<file path="src/rtl/marble_launcher.sv">
// marble_launcher: marble source for the pulse-domain cell network.
// Holds a blue and a red hopper. On start, and later on each return-side
// lever trigger, it fires the next marble of the requested colour as a
// one-cycle pulse on o_left (blue) or o_right (red), LAUNCH_DELAY cycles
// after the request is accepted.
// Optional feature macro: MARBLE_LAUNCHER_RECYCLE_EN. When defined, a trigger
// accepted in FLIGHT returns the marble just flown to its hopper (saturating).
module marble_launcher #(
  parameter int BLUE_INIT    = 8,
  parameter int RED_INIT     = 8,
  parameter int CNT_W        = 4,
  parameter int LAUNCH_DELAY = 2
) (
  input  logic             clk,
  input  logic             rst,
  input  logic             start,
  input  logic             trig_left,
  input  logic             trig_right,
  input  logic             caught,
  input  logic             load,
  output logic             o_left,
  output logic             o_right,
  output logic [CNT_W-1:0] blue_count,
  output logic [CNT_W-1:0] red_count,
  output logic             busy,
  output logic             halted,
  output logic             empty,
  output logic             err_dual
);

  typedef enum logic [2:0] {IDLE, ARM, FIRE, FLIGHT, HALT} state_t;

  localparam int               DLY_W    = (LAUNCH_DELAY > 1) ? $clog2(LAUNCH_DELAY) : 1;
  localparam logic [DLY_W-1:0] DLY_LOAD = DLY_W'(LAUNCH_DELAY - 1);
  localparam logic [CNT_W-1:0] BLUE_RST = CNT_W'(BLUE_INIT);
  localparam logic [CNT_W-1:0] RED_RST  = CNT_W'(RED_INIT);

  // color: 0 = blue (left), 1 = red (right)
  state_t           state, state_nx;
  logic             color, color_nx;
  logic [DLY_W-1:0] dly, dly_nx;
  logic [CNT_W-1:0] blue_nx, red_nx;
  logic [CNT_W-1:0] blue_post, red_post;
  logic             empty_nx, err_nx;
  logic             want_red;
  logic [CNT_W-1:0] want_cnt;

  // Hopper counts as seen by a FLIGHT request, after any recycling of the
  // marble that was just fired.
`ifdef MARBLE_LAUNCHER_RECYCLE_EN
  localparam logic [CNT_W-1:0] CNT_MAX = '1;
  always_comb begin
    blue_post = blue_count;
    red_post  = red_count;
    if (!color && blue_count != CNT_MAX) blue_post = blue_count + 1'b1;
    if (color && red_count != CNT_MAX)   red_post  = red_count + 1'b1;
  end
`else
  always_comb begin
    blue_post = blue_count;
    red_post  = red_count;
  end
`endif

  // Left lever wins when both levers fire together.
  assign want_red = trig_right & ~trig_left;
  assign want_cnt = want_red ? red_post : blue_post;

  // Next-state and datapath updates; load overrides every state.
  always_comb begin
    state_nx = state;
    color_nx = color;
    dly_nx   = dly;
    blue_nx  = blue_count;
    red_nx   = red_count;
    empty_nx = empty;
    err_nx   = err_dual;
    if (load) begin
      state_nx = IDLE;
      color_nx = 1'b0;
      dly_nx   = '0;
      blue_nx  = BLUE_RST;
      red_nx   = RED_RST;
      empty_nx = 1'b0;
      err_nx   = 1'b0;
    end else begin
      case (state)
        IDLE: begin
          if (start) begin
            if (blue_count != '0) begin
              state_nx = ARM;
              color_nx = 1'b0;
              dly_nx   = DLY_LOAD;
            end else begin
              state_nx = HALT;
              empty_nx = 1'b1;
            end
          end
        end
        ARM: begin
          if (dly == '0) state_nx = FIRE;
          else           dly_nx   = dly - 1'b1;
        end
        FIRE: begin
          // Only reachable with a non-zero count, so this never wraps.
          if (color) red_nx  = red_count - 1'b1;
          else       blue_nx = blue_count - 1'b1;
          state_nx = FLIGHT;
        end
        FLIGHT: begin
          if (caught) begin
            state_nx = HALT;
          end else if (trig_left || trig_right) begin
            blue_nx = blue_post;
            red_nx  = red_post;
            if (trig_left && trig_right) err_nx = 1'b1;
            if (want_cnt != '0) begin
              state_nx = ARM;
              color_nx = want_red;
              dly_nx   = DLY_LOAD;
            end else begin
              state_nx = HALT;
              empty_nx = 1'b1;
            end
          end
        end
        HALT:    state_nx = HALT;
        default: state_nx = IDLE;
      endcase
    end
  end

  // State and datapath registers.
  always_ff @(posedge clk or posedge rst) begin
    if (rst) begin
      state      <= IDLE;
      color      <= 1'b0;
      dly        <= '0;
      blue_count <= BLUE_RST;
      red_count  <= RED_RST;
      empty      <= 1'b0;
      err_dual   <= 1'b0;
    end else begin
      state      <= state_nx;
      color      <= color_nx;
      dly        <= dly_nx;
      blue_count <= blue_nx;
      red_count  <= red_nx;
      empty      <= empty_nx;
      err_dual   <= err_nx;
    end
  end

  // Pulses and status are decodes of the registered state.
  assign o_left  = (state == FIRE) && !color;
  assign o_right = (state == FIRE) && color;
  assign busy    = (state == ARM) || (state == FIRE) || (state == FLIGHT);
  assign halted  = (state == HALT);

endmodule

</file>
<file path="config.mk">
export PLATFORM = sky130hd
export DESIGN_NAME = marble_launcher
export DESIGN_NICKNAME = d
export VERILOG_FILES = /design/src/rtl/marble_launcher.sv
export SDC_FILE = /design/constraint.sdc
export NUM_CORES = 1
export LEC_CHECK = 0
export ABC_AREA = 1
export CAP_MARGIN = 5
export CORE_UTILIZATION = 53
export CTS_CLUSTER_DIAMETER = 80
export CTS_CLUSTER_SIZE = 40
export DETAILED_ROUTE_END_ITERATION = 7
export GPL_TIMING_DRIVEN = 0
export PLACE_DENSITY_LB_ADDON = 0.08
export SLEW_MARGIN = 10
export SYNTH_ARGS = -nofsm -noshare
export SYNTH_HDL_FRONTEND = slang
export SYNTH_SLANG_ARGS = --single-unit
</file>
<file path="constraint.sdc">
create_clock -name clk -period 4.03 [get_ports clk]
set_input_delay 1.0075 -clock clk [delete_from_list [all_inputs] [get_ports clk]]
set_output_delay 1.0075 -clock clk [all_outputs]
set_load 0.02 [all_outputs]
</file>
==> metrics.yaml <==
outcome: "finished clean"
swShare: 0.4382
routed_wl_mm: 2.282
post-synth-top-count-cell: "nand2_1"
n_fill_cell: 147
crit_type: "reg2out"
whs_path_depth: 1
fin_nets: 183
fin_crit_ns: 2.993
share_comb_of_total_power: 0.526
setup_viol: 0
cts_htree_levels: 1
clk_latency_ns: 0.29
drive_gt1_frac: 0.1163
numCtsBuffers: 3
p_sw_w: 0.0002820
postRouteAntennaNets: 0
drc: 0
post_cts_buffers: 0
place_congestion: 0.9959
startpoint_type: "register"
dieHeight_um: 45.60
pwr-share-clk: 0.137
syn_inst: 149
track_usage: 0.2454
cts_tree: "built"
intPower_w: 0.0003617
synth-seq-cells: 15
syn_avg_cell_area_um2: 6.760
max_clock_freq_mhz: 334.1
fin_cells: 197
synthTopCellsByArea: "dfrtp_1 (32%), nand2_1 (11%), nor2_1 (10%)"
endpoint_kind: "primary output"
hpwl_mm: 1.724
cts_root_buf: "clkbuf_4"
ys_warn_count: 0
cp_max_fo: 7
cp.required_ns: 3.02
drt_pass1_iterations: 4
area_growth_pct: 24.60
rows: 15
drt_iter0_markers: 45
yosysUniqueCellTypes: 23
placed_cells: 193
p_per_area_mw_per_mm2: 512.9
die_width_um: 45.60
synth_top_area_share: 0.3230
ys_top_cells_by_count: "nand2_1 (30), nor2_1 (27), inv_1 (18)"
maxCapViolCount: 0
antenna_found_initial: 0
ys_seq_area_frac: 0.3752
ff2ff_path_depth: 8
dr_total_vias: 1021
antennaDiodeCount: 0
worstReg2RegEnd: "empty$_DFFE_PP0P_"
clkSinkCount: 15
path_clk_slew_ns: 0.09
cts_hold_buf: 0
core_mm2: 0.001745
startpoint: "state[2]$_DFFE_PP0P_"
num_io_pins: 21
fin_crit_sh: 0.7428
rsz0062_at_grt: "false"
grt_max_degree: 16
cts.repair.resized: 0
relSlewSlack: 0.5923
grt_pass1_wl_mm: 3.629
start_util: 0.5771
yosys.area.top_type: "dfrtp_1"
peakVddDrop_uv: 366.0
crit_arrival_ns: 1.99
hold_class: "reg2reg"
r2r_setup_slack_ns: 2.49
port-buffer-count: 19
hold_violations: 0
cellLeakagePower_nw: 0.6405
cts_buffer_depth: 2
async_reset_ff_frac: 1.000
viasPerCell: 5.183
dieArea_mm2: 0.002079
clock_skew_ns: 0.002104
netlist_area_mm2: 0.001007
wl_per_cell_um: 11.58
finalMaxSlewViolations: 0
endpoint: "o_left"
grt_pass1_vias: 891
tightest_slew_ns: 0.6109
fin_tns_setup_ns: 0
seq_power_share: 0.336
ys.flop_type: "dfrtp_1"
synth_edf_count: 0
grt_remaining_overflow: 0
synth_nets: 159
reg2reg_from: "blue_count[0]$_DFFE_PP0P_"
==> cell type report <==
type / instances / area (um^2) / area share
multi-input cells: 108 / 521.8 / 0.4158
well taps: 25 / 31.28 / 0.02493
clock buffers: 4 / 26.28 / 0.02094
inverters: 23 / 86.33 / 0.06879
plain buffers: 3 / 21.27 / 0.01695
repair buffers: 19 / 190.2 / 0.1515
flip-flops and latches: 15 / 377.9 / 0.3011
==> worst min-delay path by stage <==
stage                                   from                        to  slack, ns
global route                 dly$_DFFE_PP0P_           dly$_DFFE_PP0P_       0.52
global placement             dly$_DFFE_PP0P_           dly$_DFFE_PP0P_       0.46
detailed placement           dly$_DFFE_PP0P_           dly$_DFFE_PP0P_       0.48
finish              red_count[2]$_DFFE_PP0P_  red_count[2]$_DFFE_PP0P_       0.50
CTS                 red_count[2]$_DFFE_PP0P_  red_count[2]$_DFFE_PP0P_       0.50
floorplan                    dly$_DFFE_PP0P_           dly$_DFFE_PP0P_       0.44
==> layout by cell type, fill, tap and decap left out, types with 2 or more instances in the layout <==
cell type,n
a21oi_1,6
buf_2,2
clkbuf_4,3
clkdlybuf4s50_1,19
dfrtp_1,13
dfstp_2,2
ha_1,3
inv_1,18
inv_2,5
nand2_1,30
nand2_2,2
nand3_1,15
nand3_2,2
nand4_1,2
nor2_1,27
nor2_2,2
nor3_1,3
o21ai_0,4
o21ai_1,6
or2_1,2
==> flip-flops by register name (all words and copies together), names as in the netlist <==
name	flops
state	3
dly	1
red_count	4
color	1
err_dual	1
empty	1
blue_count	4
==> power groups by stage <==
stage	Combinational (W)	Sequential, W	Clock [W]
floorplan	0.000213	0.000236	0
global placement	0.000331	0.000217	0
detailed placement	0.000337	0.000219	0
CTS	0.000339	0.000217	0.0000889
global route	0.000376	0.000221	0.0000957
finish	0.000339	0.000217	0.0000883
==> cell families (layout without fill, tap and decap cells) <==
| group | count (synthesis) | after routing | share of synthesized area |
|---|---|---|---|
| AOI/OAI and AO/OA | 17 | 17 | 0.08820 |
| adders and majority gates | 3 | 3 | 0.03727 |
| and+or+nand+nor | 88 | 88 | 0.3925 |
| DFF | 15 | 15 | 0.3752 |
| buffers and inverters | 26 | 49 | 0.1068 |
==> routing by layer <==
metal	global-route usage	wire [um]	vias to the layer above
met5	0	0	-
met1	0.3106	1088	468
met2	0.4114	1066	28
met4	0.09091	32	0
met3	0.04762	95	4
li1	-	-	521
==> worst max-delay path, stage by stage, from the launching register on <==
cell and delay [ns]:
dfrtp_1 0.45, nor2_2 0.14, nand2_2 0.08, or2_1 0.23, buf_6 0.14, inv_2 0.06, clkdlybuf4s50_1 0.60
==> per-stage QoR <==
step	power [W]	hold slack [ns]	utilization	worst slack [ns]	instance area (um^2)
after floorplan	0.0004494	0.4421	-	1.975	1007
after global placement	0.0005482	0.4611	0.7039	1.371	1229
after detailed placement	0.0005562	0.4842	0.7039	1.357	1229
after CTS	0.0006444	0.5044	0.7190	1.036	1255
after global routing	0.0006929	0.5164	0.7190	0.9342	1255
final	0.0006437	0.5034	0.7190	1.037	1255
Note: power is estimated with default switching activity, not from simulation.
